### config.mk
export PLATFORM = sky130hd
export DESIGN_NAME = bcd_time_counter
export DESIGN_NICKNAME = d
export VERILOG_FILES = /design/src/rtl/bcd_time_counter_pkg.sv /design/src/rtl/bcd_time_counter_mod.sv /design/src/rtl/bcd_time_counter.sv
export SDC_FILE = /design/constraint.sdc
export NUM_CORES = 1
export LEC_CHECK = 0
export ABC_AREA = 1
export BUFFER_PORTS_ARGS = -buffer_cell sky130_fd_sc_hd__buf_2
export CAP_MARGIN = 30
export CELL_PAD_IN_SITES_DETAIL_PLACEMENT = 1
export CELL_PAD_IN_SITES_GLOBAL_PLACEMENT = 1
export CORE_ASPECT_RATIO = 0.9
export CORE_UTILIZATION = 30
export DETAILED_ROUTE_END_ITERATION = 16
export GPL_ROUTABILITY_DRIVEN = 1
export GPL_TIMING_DRIVEN = 0
export PLACE_DENSITY = 0.69
export RECOVER_POWER = 100
export SYNTH_ARGS = -nofsm -noshare
export SYNTH_HDL_FRONTEND = slang
export SYNTH_SLANG_ARGS = --single-unit
### constraint.sdc
create_clock -name clk -period 2.15 [get_ports clk]
set_clock_uncertainty 0.2 [all_clocks]
set_input_delay 0.215 -clock clk [delete_from_list [all_inputs] [get_ports clk]]
set_output_delay 0.215 -clock clk [all_outputs]
set_load 0.01 [all_outputs]
### src/rtl/bcd_time_counter_pkg.sv
// Shared types and constants for the BCD time-of-day counter.
// Holds FSM states, BCD limits and load_data field offsets.
package bcd_time_counter_pkg;

  typedef enum logic [1:0] {
    IDLE  = 2'd0,
    COUNT = 2'd1,
    APPLY = 2'd2
  } state_t;

  localparam logic [7:0] SEC_MAX  = 8'h59;
  localparam logic [7:0] MIN_MAX  = 8'h59;
  localparam logic [7:0] HOUR_MAX = 8'h23;

  localparam int S0_LSB = 0;
  localparam int S1_LSB = 4;
  localparam int M0_LSB = 8;
  localparam int M1_LSB = 12;
  localparam int H0_LSB = 16;
  localparam int H1_LSB = 20;

  function automatic logic bcd_time_ok(
    input logic [23:0] d
  );
    logic ok;
    ok = 1'b1;
    if (d[S0_LSB +: 4] > 4'd9) ok = 1'b0;
    if (d[S1_LSB +: 4] > 4'd5) ok = 1'b0;
    if (d[M0_LSB +: 4] > 4'd9) ok = 1'b0;
    if (d[M1_LSB +: 4] > 4'd5) ok = 1'b0;
    if (d[H0_LSB +: 4] > 4'd9) ok = 1'b0;
    if (d[H1_LSB +: 4] > 4'd9) ok = 1'b0;
    // digits already checked, so byte compare is a true BCD compare
    if (d[H0_LSB +: 8] > HOUR_MAX) ok = 1'b0;
    return ok;
  endfunction

endpackage

### src/rtl/bcd_time_counter_mod.sv
// Two-digit BCD modulo counter with load and carry-out.
// Digits increment individually; wraps to 00 after MAX_BCD.
module bcd_mod_counter #(
  parameter logic [7:0] MAX_BCD = 8'h59
) (
  input  logic       clk,
  input  logic       rst_n,
  input  logic       inc,
  input  logic       load,
  input  logic [7:0] load_val,
  output logic [7:0] val,
  output logic       carry_out
);

  logic [7:0] nxt;

  always_comb begin
    nxt = val;
    if (val == MAX_BCD)
      nxt = 8'h00;
    else if (val[3:0] == 4'd9)
      nxt = {val[7:4] + 4'd1, 4'd0};
    else
      nxt = {val[7:4], val[3:0] + 4'd1};
  end

  assign carry_out = inc & (val == MAX_BCD);

  always_ff @(posedge clk or negedge rst_n) begin
    if (!rst_n)
      val <= 8'h00;
    else if (load)
      val <= load_val;
    else if (inc)
      val <= nxt;
  end

endmodule

### src/rtl/bcd_time_counter.sv
// Time-of-day stage: syncs slow_clk, prescales edges, counts HH:MM:SS.
// Time-set loads arrive over valid/ready and are checked in APPLY.
module bcd_time_counter
  import bcd_time_counter_pkg::*;
#(
  parameter int unsigned EDGES_PER_SEC = 1
) (
  input  logic        clk,
  input  logic        rst_n,
  input  logic        slow_clk,
  input  logic        run,
  input  logic        load_valid,
  input  logic [23:0] load_data,
  output logic        load_ready,
  output logic        load_err,
  output logic [7:0]  hh,
  output logic [7:0]  mm,
  output logic [7:0]  ss,
  output logic        sec_pulse,
  output logic        rollover
);

  localparam logic [7:0] PRESC_TOP =
    8'(EDGES_PER_SEC - 32'd1);

  logic        sync1, sync2, sync3;
  logic [1:0]  fill;
  logic        armed;
  logic        tick, tick_r, pend;
  logic [7:0]  presc;
  logic [23:0] load_buf;
  state_t      state, state_nxt;
  logic        accept, in_apply, data_ok;
  logic        do_load, cnt_tick, sec_adv;
  logic        ss_c, mm_c, hh_c;

  // armed blocks a level seen high right after reset from
  // being taken as a rising edge
  always_ff @(posedge clk or negedge rst_n) begin
    if (!rst_n) begin
      sync1  <= 1'b0;
      sync2  <= 1'b0;
      sync3  <= 1'b0;
      fill   <= 2'd0;
      armed  <= 1'b0;
      tick_r <= 1'b0;
    end else begin
      sync1  <= slow_clk;
      sync2  <= sync1;
      sync3  <= sync2;
      tick_r <= tick;
      if (fill != 2'd2)
        fill <= fill + 2'd1;
      if (fill == 2'd2 && !sync2)
        armed <= 1'b1;
    end
  end

  assign tick = sync2 & ~sync3 & armed;

  always_ff @(posedge clk or negedge rst_n) begin
    if (!rst_n)
      state <= IDLE;
    else
      state <= state_nxt;
  end

  always_comb begin
    state_nxt = run ? COUNT : IDLE;
    unique case (state)
      IDLE, COUNT:
        if (accept) state_nxt = APPLY;
      APPLY: ;
      default: state_nxt = IDLE;
    endcase
  end

  always_comb begin
    load_ready = (state != APPLY);
    in_apply   = (state == APPLY);
  end

  assign accept  = load_valid & load_ready;
  assign data_ok = bcd_time_ok(load_buf);
  assign do_load = in_apply & data_ok;

  // a tick landing on the accept cycle waits in pend until
  // the load is judged
  always_comb begin
    cnt_tick = 1'b0;
    unique case (1'b1)
      in_apply: cnt_tick = run & ~data_ok & (tick_r | pend);
      accept:   cnt_tick = 1'b0;
      default:  cnt_tick = run & tick_r;
    endcase
  end

  assign sec_adv = cnt_tick & (presc == PRESC_TOP);

  always_ff @(posedge clk or negedge rst_n) begin
    if (!rst_n) begin
      presc     <= 8'd0;
      pend      <= 1'b0;
      load_buf  <= 24'd0;
      load_err  <= 1'b0;
      sec_pulse <= 1'b0;
      rollover  <= 1'b0;
    end else begin
      pend      <= accept & tick_r;
      load_err  <= in_apply & ~data_ok;
      sec_pulse <= sec_adv;
      rollover  <= hh_c;
      if (accept)
        load_buf <= load_data;
      if (do_load)
        presc <= 8'd0;
      else if (cnt_tick)
        presc <= (presc == PRESC_TOP) ? 8'd0 : presc + 8'd1;
    end
  end

  bcd_mod_counter #(.MAX_BCD(SEC_MAX)) u_ss (
    .clk       (clk),
    .rst_n     (rst_n),
    .inc       (sec_adv),
    .load      (do_load),
    .load_val  (load_buf[S0_LSB +: 8]),
    .val       (ss),
    .carry_out (ss_c)
  );

  bcd_mod_counter #(.MAX_BCD(MIN_MAX)) u_mm (
    .clk       (clk),
    .rst_n     (rst_n),
    .inc       (ss_c),
    .load      (do_load),
    .load_val  (load_buf[M0_LSB +: 8]),
    .val       (mm),
    .carry_out (mm_c)
  );

  bcd_mod_counter #(.MAX_BCD(HOUR_MAX)) u_hh (
    .clk       (clk),
    .rst_n     (rst_n),
    .inc       (mm_c),
    .load      (do_load),
    .load_val  (load_buf[H0_LSB +: 8]),
    .val       (hh),
    .carry_out (hh_c)
  );

endmodule

# Word-level counts from Yosys, hierarchy flattened
# Cells that the tools add are included.
# word_totals
reg_bits	69
in_bits	29
out_inout_bits	28
elab_cells	102
# op_classes
addsub	8
magnitude_cmp	7
n_eq_ne	11
muxes	26
bitwise_logic	16
reduce_logical	15
# ops
operator	n
$mux W8	15
$add A4 B1 Y4 const B	6
$eq A8 B7 Y1 const B	2
$gt A4 B4 Y1 const B	4
$and A1 B1 Y1	13
$eq A4 B4 Y1 const B	3
$reduce_bool A3 Y1	3
$add A8 B1 Y8 const B	1
$eq A8 B6 Y1 const B	1
$gt A4 B3 Y1 const B	2
$gt A8 B6 Y1 const B	1
$logic_not A8 Y1	1
$mux W1	8
$reduce_bool A2 Y1	4
$reduce_and A2 Y1	3
$eq A2 B2 Y1 const B	2
$ne A2 B2 Y1 const B	2
$pmux W2 S2	1
$add A2 B1 Y2 const B	1
$eq A2 B1 Y1 const B	1
$logic_not A2 Y1	1
$mux W2	1
$not A1 Y1	2
$pmux W1 S2	1
4 further kinds	4

# Longest topological paths before layout
# Gate-level depths: netlist of run 1.
# depth
word_depth	17
ltp_mapped	12

# Hierarchy
# A second synthesis of run 1 with hierarchy kept.
# hier_totals
hier_cells	439
hier_area_um2	3885.0
# modules_own_cells
module	instances	cells_each	area_each_um2	seq_area_each_um2
bcd_time_counter	1	202	2102.0	1126.1
bcd_mod_counter at u_mm ...	2	79	591.8	200.2
bcd_mod_counter at u_hh	1	79	599.3	200.2

# Worst setup path before layout of run 1
# No wires, ideal clock.
# synth_timing
path_type	register to register
from	register u_mm.val[1]
to	register u_hh.val[2]
setup_ns	0.117
arrival_time_ns	1.472
t_required_ns	1.833
setup_slack_ns	0.361
path_stages_with_launch	13
path_buffers	1
synth_period_minus_slack_ns	1.789
path_cell_list	dfrtp_1 inv_1 ha_1 nand2_1 nor2_1 inv_1 nor2_1 inv_1 o21bai_4 buf_6 inv_2 nand2_1 nand2_1
# synth_via
elab_chain_len	3
# synth_rtl
element	line	source
start, declared	bcd_time_counter_mod.sv:11	output logic [7:0] val,
start signal, assigned	bcd_time_counter_mod.sv:33	val <= load_val;
start signal, assigned	bcd_time_counter_mod.sv:35	val <= nxt;
$eq A8 B7 Y1	bcd_time_counter_mod.sv:27	assign carry_out = inc & (val == MAX_BCD);
$and A1 B1 Y1	bcd_time_counter_mod.sv:27	
$reduce_bool A2 Y1 (no source line)	n/a	
end signal, assigned	bcd_time_counter_mod.sv:33	
end signal, assigned	bcd_time_counter_mod.sv:35	
end, declared	bcd_time_counter_mod.sv:11	
# Every way passes these cells.
# A chain may end at the register's enable or synchronous reset.

# Final worst setup path of run 1
# layout_timing
from	register presc[0]
to	register u_hh.val[3]
# layout_via
elab_chain_len	5
# layout_rtl
element	line	source
start, declared	bcd_time_counter.sv:30	logic [7:0] presc;
start signal, assigned	bcd_time_counter.sv:118	presc <= (presc == PRESC_TOP) ? 8'd0 : presc + 8'd1;
$logic_not A8 Y1	bcd_time_counter.sv:98	assign sec_adv = cnt_tick & (presc == PRESC_TOP);
$and A1 B1 Y1	bcd_time_counter.sv:98	
$and A1 B1 Y1 (2 in a row)	bcd_time_counter_mod.sv:27	
$reduce_bool A2 Y1 (no source line)	n/a	
# Every way passes these cells.

==> metrics.cfg, run 1 <==
[die]
num_rows = 37
ios = 57
dieWidth_um = 117
initial_core_util_pct = 30.8
coreArea_um2 = 11500
dieArea_um2 = 12200
chipHeight_um = 105

[power_and_ir_drop]
clockPowerShare_pct = 45.5
leakage_uw = 0.00222
power.share.sequential_pct = 40.9
combPwrFrac_pct = 13.6
ir_drop_uv = 401
internal_power_uw = 2810
p_switching_uw = 983
switching_share_pct = 25.9
powerDensity_nw_per_um2 = 814

[yosys]
netlist_instances = 403
ys_warn_count = 0
syn_avg_cell_area_um2 = 8.78
synth_cell_types = 36
synth_area_um2 = 3540
synth-seq-area-share_pct = 48.8
synth.area.top_cells = dfrtp_1, nand2_1, inv_1
yosysTopAreaCell = dfrtp_1
ys_seq_elements = 69
syn_nets = 447
synth_top_area_share_pct = 48.8

[global_route]
grt_util_all_layers_pct = 17.7
grt_pass1_wl_um = 16300
grt_pass1_vias = 3192
grt_max_degree = 57
antenna_found_initial = 0
grt_overflow = 0

[min_path]
hp-class = primary input to flop

[sta]
worst_pin_slew_ps = 870
final.min_clock_period_ps = 2010
setup_viol = 0
hold_viol_final = 0
max_slew_margin_pct = 42.0
worst_slack_ps = 145
slew_violations = 0
fmax_mhz = 499
post-route-period-util_pct = 93.3
rsz0062_at_grt = false
worst_hold_slack_ps = 95.5

[critical_path]
slowest_stage = dfrtp_1
crit_arrival_ps = 2040
critPathCaptureType = flop
critPathKind = flop to flop
cp_cell_sequence = inv_1 -> ha_1 -> inv_1 -> nor3_4 -> nand4_4 -> o21bai_4 -> buf_6 -> inv_2 -> nand2_1 -> nand2_1
slowest_delay_ps = 410
cp.required_ps = 2180
critical_path.top_delay_family = simple AND/OR/NAND/NOR gates
cp_max_fo = 10
start_kind = flop
path_buf_inv = 4

[cts]
clk_pin_slew_ps = 60
clock-sinks = 69
tritoncts = done
insertion_delay_ps = 340
cts_buffer_depth = 2
htree_num_levels = 3
cts_buffers = 9
cts_setup_buffers = 0
cts_root_buf = clkbuf_16

[layout]
multi_input_area_um2 = 1570
fillerInstances = 1380
nets = 542
drive_above_1_share_pct = 16.1
syn2layout_area_growth_pct = 31.5
register_area_um2 = 1730
fin_area_um2 = 4650
diodes = 0
final_core_util_pct = 40.5

[route]
ant_nets = 0
drt_iter0_drc = 135
drcViolationCount = 0
vias_per_cell = 4.70
firstDrtPassIters = 4
wirelength_um = 9750
num_vias = 3098
post_drt_wl_per_cell_um = 14.8

[placed_design]
dp_slack_ps = -44.7
port-buffer-count = 56
dpl-instance-area_um2 = 4050
dp_hpwl_um = 6900
gp_congestion = 0.793

[run_status]
run_status = completed

[job]
max-cap-violations = 0

-- metrics by stage --
| step | instances | setup TNS (ps) | total power (µW) |
|---|---|---|---|
| 2_1_floorplan | 403 | 0 | 1840 |
| 3_3_place_gp | 615 | 0 | 1990 |
| 3_5_place_dp | 616 | -143 | 2040 |
| 4_1_cts | 659 | 0 | 3830 |
| 5_1_grt | 659 | 0 | 3980 |
| 6_report | 659 | 0 | 3790 |
-- state kept, by name, summed over array words and instances (netlist names), 2 cells and up --
signal and count:
u_mm.val 8, load_buf 24, presc 8, fill 2, u_hh.val 8, state 2, u_ss.val 8
-- Yosys cell counts (all sizes together) --
master and count:
o22ai 7, dfrtp 69, o21a 1, mux2 8, nand3b 1, buf 4
inv 57, a211oi 1, nand4 7, nor3 6, nor2 50, a21oi 28
xor2 6, ha 15, xnor2 7, o31ai 2, nand3 19, o21bai 1
a31oi 1, or2 1, nand2 75, clkbuf 4, o21ai 33
-- logic make-up after synthesis --
family                     count (synthesis)  synth area share (%)
and+or+nand+nor                          159                  20.7
AOI/OAI and AO/OA                         74                  11.8
DFF                                       69                  48.8
buffers and inverters                     65                  7.63
adders and majority gates                 15                  5.30
xor gates and xnor gates                  13                  3.22
muxes                                      8                  2.55
-- per-layer routing --
layer	vias to the layer above	GRT usage [%]	routed length [µm]
li1	1493	-	-
met1	1536	23.4	4690
met2	60	28.2	4650
met3	9	4.87	323
met4	0	4.67	85
met5	-	0	0
-- cells in the final DEF, fill, tap and decap left out, types with 2 or more instances in the layout --
cell	count
a21oi_1	26
xnor2_1	7
buf_6	3
o31ai_1	2
inv_1	52
bufinv_16	3
o21ai_0	27
xor2_1	6
nor2_2	5
o21ai_1	5
clkbuf_1	34
nand4_1	6
buf_2	27
dlygate4sd3_1	27
nor2_1	43
ha_1	15
nand3_1	18
nor3_1	5
dfrtp_1	69
nand2_2	4
mux2_2	8
nand2_4	2
inv_2	4
o22ai_1	7
nor2_4	2
clkbuf_16	9
nand2_1	69
-- power by group through the flow --
stage | Sequential, µW | Combinational [µW] | Clock, µW
2_1_floorplan | 1540 | 304 | 0
3_3_place_gp | 1550 | 441 | 0
3_5_place_dp | 1570 | 471 | 0
4_1_cts | 1550 | 520 | 1770
5_1_grt | 1570 | 583 | 1830
6_report | 1550 | 515 | 1730
-- timing repair --
| action | CTS | global route |
|---|---|---|
| endpoints found under the hold margin | 95 | 0 |
| hold buffers | 27 | 0 |
| endpoints found under the setup margin | 10 | 29 |
| gates resized for setup | 1 | 13 |
-- tightest hold or removal path, stage by stage --
cell and delay (ps):
buf_2 110, nand2_4 120, mux2_2 160
-- final cells by class --
class / count / area share [%]
clock buffers: 12 / 5.30
repair buffers: 84 / 11.6
clock inverters: 4 / 2.04
multi-input cells: 269 / 33.7
flip-flops and latches: 69 / 37.1
well taps: 156 / 4.19
inverters: 57 / 4.76
plain buffers: 8 / 1.24
-- worst paths after layout --
kind,slack (ps),from,cells after the start,end
worst max-delay path,140,presc[0],10,u_hh.val[3]
worst min-delay path,100,load_valid,3,load_buf[9]
worst max register to register,140,presc[0],10,u_hh.val[3]
worst min register to register,150,sync1,0,sync2
max in group asynchronous,660,rst_n,3,u_mm.val[2]
min in group asynchronous,310,rst_n,2,u_ss.val[2]
No activity file was read; power rests on OpenSTA's default activity.
==> inputs of run 2 (changes only) <==
- CORE_UTILIZATION: 30 -> 43
- CTS_CLUSTER_SIZE: default -> 30
- PLACE_DENSITY: 0.69 -> 0.88
- SYNTH_HIERARCHICAL: default -> 1
==> metrics.cfg, run 2 <==
[critical_path]
rr_worst_depth = 16  ; +6
critPathKind = flop to flop
critPathCaptureType = flop
crit_arrival_ps = 2590  ; +550 ps
start_kind = flop
cp.required_ps = 2230  ; +50 ps
cp_max_fo = 5  ; -5

[placed_design]
port-buffer-count = 56  ; unchanged
dp_slack_ps = -445  ; -400 ps
gp_congestion = 0.810  ; +2.2%
dp_hpwl_um = 7090  ; +2.7%

[yosys]
netlist_instances = 439  ; +8.9%
async_flop_share_pct = 100  ; unchanged
ys_seq_elements = 69  ; unchanged
syn_nets = 483  ; +8.1%
yosysTopAreaCell = dfrtp_1
synth_ff_type = dfrtp_1
synth_common_cells = nand2_1, dfrtp_1, inv_1
synth_cell_types = 35  ; -2.8%
yosysMostFrequentCell = nand2_1
synth.area.top_cells = dfrtp_1, nand2_1, nand3_1
synth_top_area_share_pct = 44.4  ; -4.3 points
syn_avg_cell_area_um2 = 8.85  ; +0.76%
synth-edff-count = 0  ; unchanged
synth-seq-area-share_pct = 44.4  ; -4.3 points
synth_area_um2 = 3880  ; +9.8%
ys_warn_count = 6  ; +6

[run_status]
run_status = finished, violations left
failed_checks = setup timing

[power_and_ir_drop]
power.share.sequential_pct = 43.6  ; +2.7 points
p_switching_uw = 1140  ; +16%
switching_share_pct = 30.9  ; +5.0 points
combPwrFrac_pct = 20.0  ; +6.4 points
ir_drop_uv = 660  ; +64%
clockPowerShare_pct = 36.4  ; -9.1 points
leakage_uw = 0.00277  ; +25%
internal_power_uw = 2550  ; -9.3%
powerDensity_nw_per_um2 = 680  ; -16%

[min_path]
hp-class = primary input to flop
holdPathStages = 3  ; unchanged

[cts]
clock-sinks = 69  ; unchanged
insertion_delay_ps = 360  ; +20 ps
cts_buffer_depth = 2  ; unchanged
clk_pin_slew_ps = 90  ; +30 ps
cts_buffers = 9  ; unchanged
tritoncts = done
htree_num_levels = 3  ; unchanged
cts_root_buf = clkbuf_8

[route]
drcViolationCount = 0  ; unchanged
vias_per_cell = 5.69  ; +21%
ant_nets = 0  ; unchanged
drt_iter0_drc = 252  ; +87%
post_drt_wl_per_cell_um = 22.8  ; +54%
wirelength_um = 15900  ; +63%
firstDrtPassIters = 5  ; +1
num_vias = 3969  ; +28%

[layout]
largest_register = load_buf
syn2layout_area_growth_pct = 39.4
final_core_util_pct = 62.6  ; +22 points
nets = 616  ; +14%
mostFrequentLayoutCells = nand2_1, dfrtp_1, buf_2
largest_register_ffs = 24  ; unchanged
drive_above_1_share_pct = 37.8  ; +22 points
layout_commonest_cell = nand2_1

[global_route]
grt_util_all_layers_pct = 30.5  ; +13 points
grt_pass1_wl_um = 21400  ; +31%
grt_overflow = 0  ; unchanged
antenna_found_initial = 1  ; +1
grt_max_degree = 70  ; +23%
grt_pass1_vias = 4095  ; +28%

[die]
dieWidth_um = 102  ; -12%
coreArea_um2 = 8650  ; -25%
chipHeight_um = 92.2  ; -12%
initial_core_util_pct = 44.9  ; +14 points
dieArea_um2 = 9420  ; -23%
ios = 57  ; unchanged
num_rows = 32  ; -14%

[sta]
setup_viol = 22  ; +22
max_slew_margin_pct = 69.2  ; +27 points
fmax_mhz = 398  ; -20%
final.min_clock_period_ps = 2510  ; +507 ps
worst_pin_slew_ps = 461  ; -409 ps
slew_violations = 0  ; unchanged
hold_viol_final = 0  ; unchanged
rsz0062_at_grt = true
post-route-period-util_pct = 117  ; +24 points
worst_slack_ps = -363  ; -507 ps

[job]
max-cap-violations = 0  ; unchanged

==> run 2: cells by family (layout without fill, tap and decap cells) <==
| logic type | after synthesis | count (layout) | synth area share [%] |
|---|---|---|---|
| and+or+nand+nor | 210 | 210 | 26.3 |
| buffers and inverters | 76 | 214 | 8.86 |
| DFF | 69 | 69 | 44.4 |
| AOI/OAI and AO/OA | 39 | 39 | 6.63 |
| muxes | 19 | 19 | 6.47 |
| adders and majority gates | 15 | 15 | 4.83 |
| xor gates and xnor gates | 11 | 11 | 2.48 |
| other | 0 | 1 | 0 |
==> run 2: power by group through the flow <==
stage | combinational [µW] | sequential [µW] | clock (µW)
after floorplan | 323 | 1590 | 0
after global placement | 496 | 1590 | 0
after detailed placement | 522 | 1610 | 0
after CTS | 603 | 1580 | 1310
after global routing | 792 | 1620 | 1400
final | 738 | 1610 | 1340
==> run 2: stage by stage <==
step	std cells	total power [µW]	instance area, µm²	hold WS, ps	setup TNS, ps
floorplan	439	1910	3930	-281	-91.8
global placement	614	2090	4360	124	-3530
detailed placement	614	2130	4360	127	-5000
CTS	674	3500	5100	53.8	-3270
global route	697	3810	5420	45.3	-7610
finish	697	3680	5420	53.7	-5490
==> run 2: what timing repair did <==
| item | 4_1_cts | 5_1_grt |
|---|---|---|
| setup endpoints to repair | 22 | 25 |
| gates resized for setup | 28 | 49 |
| setup buffers | 19 | 24 |
| endpoints found under the hold margin | 95 | 1 |
| pin swaps | 19 | 25 |
| hold buffers | 27 | 1 |
==> run 2: cell type report <==
class | count | area, µm²
Clock buffer | 10 | 128
Multi-Input combinational cell | 294 | 2050
Inverter | 66 | 278
Fill cell | 995 | 3230
Clock inverter | 6 | 111
Buffer | 6 | 56.3
Tap cell | 119 | 149
Timing Repair Buffer | 126 | 912
Antenna cell | 1 | 2.50
Sequential cell | 69 | 1730
==> run 2: layer usage <==
layer | vias up | global-route usage, % | part of all wire, %
li1 | 1664 | - | -
met1 | 1990 | 34.2 | 37
met2 | 225 | 54.9 | 51
met3 | 90 | 5.72 | 6.0
met4 | 0 | 14.8 | 5.6
met5 | - | 0 | 0
==> run 2: final timing paths <==
path	endpoint	slack [ps]	start
setup / recovery	u_mm/val[5]	-360	load_buf[14]
hold / removal	load_buf[0]	50	load_valid
setup reg to reg	u_mm/val[5]	-360	load_buf[14]
hold reg to reg	sync2	160	sync1
max in group asynchronous	tick_r	590	rst_n
min in group asynchronous	presc[5]	550	rst_n
==> run 2: worst max-delay path, cell delays in order, from the launching register on <==
cell and delay [ps]:
dfrtp_1 410, nand2_1 130, nand2_2 90, inv_2 40, nand2_2 90, nor2_4 60
nand3_4 100, clkinv_4 70, nor2_4 150, inv_4 50, nor3_4 210, inv_2 100
buf_4 150, buf_6 130, o21ai_4 190, nor2_1 100, a21oi_1 150
==> inputs of run 3 (changes only) <==
- ABC_AREA: 1 -> 0
- CORE_MARGIN: default -> 1.5
- CORE_UTILIZATION: 43 -> 45
- PLACE_DENSITY: 0.88 -> 0.89
==> metrics.cfg, run 3 <==
[power_and_ir_drop]
p_switching_uw = 1490  ; +31%
power.share.sequential_pct = 43.8  ; +0.2 points
switching_share_pct = 35.4  ; +4.5 points
internal_power_uw = 2720  ; +7.0%
total_power_uw = 4210  ; +14%
powerDensity_nw_per_um2 = 865  ; +27%
clockPowerShare_pct = 23.2  ; -13 points
ir_drop_uv = 539  ; -18%
leakage_uw = 0.00206  ; -25%
combPwrFrac_pct = 32.9  ; +13 points

[yosys]
yosysMostFrequentCell = dfrtp_1
ys_warn_count = 6  ; unchanged
yosysTopAreaCell = dfrtp_1
synth-seq-area-share_pct = 47.0  ; +2.5 points
synth.area.top_cells = dfrtp_1, mux2_2, ha_1
netlist_instances = 331  ; -25%
ys_seq_elements = 69  ; unchanged
synth_ff_type = dfrtp_1
synth-edff-count = 0  ; unchanged
synth_common_cells = dfrtp_1, a21oi_1, mux2_2
synth_cell_types = 63  ; +80%
syn_avg_cell_area_um2 = 11.1  ; +26%
syn_nets = 375  ; -22%
async_flop_share_pct = 100  ; unchanged
synth_top_area_share_pct = 47.0  ; +2.5 points
synth_area_um2 = 3680  ; -5.3%

[sta]
setup_viol = 25  ; +14%
worst_slack_ps = -1630  ; -1270 ps
rsz0062_at_grt = true
max_slew_margin_pct = 35.0  ; -34 points
final.min_clock_period_ps = 3780  ; +1270 ps
fmax_mhz = 264  ; -34%
hold_viol_final = 0  ; unchanged
worst_pin_slew_ps = 976  ; +514 ps
slew_violations = 0  ; unchanged
post-route-period-util_pct = 176  ; +59 points

[placed_design]
gp_congestion = 0.798  ; -1.6%
dp_slack_ps = -2150  ; -1710 ps
dp.cells = 486  ; -21%
port-buffer-count = 56  ; unchanged
dp_hpwl_um = 6450  ; -9.0%

[global_route]
grt_overflow = 0  ; unchanged
grt_pass1_vias = 3421  ; -16%
grt_max_degree = 70  ; unchanged
grt_util_all_layers_pct = 25.3  ; -5.2 points
grt_pass1_wl_um = 17100  ; -20%
antenna_found_initial = 0  ; -1

[layout]
largest_register_ffs = 24  ; unchanged
instances_no_fill = 549  ; -21%
drive_above_1_share_pct = 34.2  ; -3.6 points
syn2layout_area_growth_pct = 32.5
diodes = 0  ; -1
mostFrequentLayoutCells = dfrtp_1, buf_2, dlygate4sd3_1
layout_commonest_cell = dfrtp_1
largest_register = load_buf
nets = 490  ; -20%

[cts]
tritoncts = done
htree_num_levels = 3  ; unchanged
cts_buffer_depth = 2  ; unchanged
cts_buffers = 9  ; unchanged
clock-sinks = 69  ; unchanged
insertion_delay_ps = 360  ; about the same
cts_root_buf = clkbuf_8
clk_pin_slew_ps = 70  ; -20 ps

[critical_path]
critPathCaptureType = flop
cp.required_ps = 2240  ; about the same
start_kind = flop
crit_arrival_ps = 3870  ; +1280 ps
cp_max_fo = 5  ; unchanged
critPathKind = flop to flop

[run_status]
failed_checks = setup timing
run_status = finished, violations left

[min_path]
hp-class = primary input to flop

[route]
post_drt_wl_per_cell_um = 20.4  ; -11%
wirelength_um = 11200  ; -30%
ant_nets = 0  ; unchanged
vias_per_cell = 5.76  ; +1.1%
firstDrtPassIters = 5  ; unchanged
wl_met3_um = 354  ; -63%
dr_wl_met2_um = 5850  ; -28%
topRoutingLayerUsed = met4
met1Wirelength_um = 4750  ; -20%
num_vias = 3162  ; -20%
drcViolationCount = 0  ; unchanged
drt_iter0_drc = 105  ; -58%

[die]
ios = 57  ; unchanged
initial_core_util_pct = 46.0  ; +1.1 points
coreArea_um2 = 7990  ; -7.6%
num_rows = 31  ; -3.1%
chipHeight_um = 88.8  ; -3.7%
dieWidth_um = 98.3  ; -3.8%
dieArea_um2 = 8720  ; -7.4%

[job]
max-cap-violations = 0  ; unchanged

## run 3: metal layers
metal / vias up / track usage (%)
met3: 27 / 6.48
met5: - / 1.65
met2: 77 / 44.5
met4: 0 / 11.0
li1: 1438 / -
met1: 1620 / 29.6
## run 3: kinds of logic (layout without fill, tap and decap cells)
kind of cell               count (synthesis)  in the layout  share of synthesized area, %
and+or+nand+nor                          107            107                          19.1
AOI/OAI and AO/OA                         76             76                          14.9
DFF                                       69             69                          47.0
muxes                                     30             30                          8.98
buffers and inverters                     29            148                          3.81
adders and majority gates                 15             15                          5.10
xor gates and xnor gates                   5              5                          1.19
## run 3: power groups by stage
stage / clock network (µW) / logic (µW) / registers (µW)
after global routing: 1050 / 1530 / 1890
after global placement: 0 / 1070 / 1830
after detailed placement: 0 / 1150 / 1850
after floorplan: 0 / 739 / 1830
final: 980 / 1390 / 1850
after CTS: 1000 / 1430 / 1820
## run 3: what timing repair did
| item | CTS | global route |
|---|---|---|
| endpoints found under the setup margin | 34 | 30 |
| setup buffers | 19 | 7 |
| hold buffers | 28 | 0 |
| resized for setup | 20 | 26 |
| endpoints found under the hold margin | 96 | 0 |
| pin swaps | 19 | 10 |
## run 3: cell type report
class	instances	area, µm²
Sequential cell	69	1730
Inverter	17	66.3
Timing Repair Buffer	104	712
Clock buffer	14	173
Fill cell	879	3120
Clock inverter	1	5.00
Tap cell	99	124
Multi-Input combinational cell	233	1980
Buffer	12	83.8
## run 3: path summary, 6_finish.rpt
kind	start	endpoint	slack [ps]	cells past startpoint
min in group asynchronous	rst_n	u_mm/val[1]	380	2
hold / removal	run	presc[1]	50	3
setup / recovery	presc[0]	u_hh/val[7]	-1630	15
hold reg to reg	sync2	sync3	180	0
max in group asynchronous	rst_n	load_buf[0]	750	2
setup reg to reg	presc[0]	u_hh/val[7]	-1630	15
## run 3: stage by stage
stage	utilization [%]	hold WS (ps)	TNS (ps)	instance area [µm²]
after floorplan	-	-281	-18720	3690
after global placement	51.3	126	-29730	4100
after detailed placement	51.3	135	-32830	4100
after CTS	59.7	42.2	-21780	4770
after global routing	61.0	64.5	-27510	4870
final	61.0	46.8	-23530	4870
## run 3: critical path, cell delays in order, from the launching register on
cell and delay, ps:
dfrtp_1 390, inv_2 70, ha_1 130, or4b_4 470, nor4_4 220, nor3b_4 260, buf_4 150, nand4b_1 170
nor2_1 170, buf_4 140, nand4b_1 160, nor2_1 170, buf_4 160, and4b_2 300, nor4b_2 380, a221o_1 180
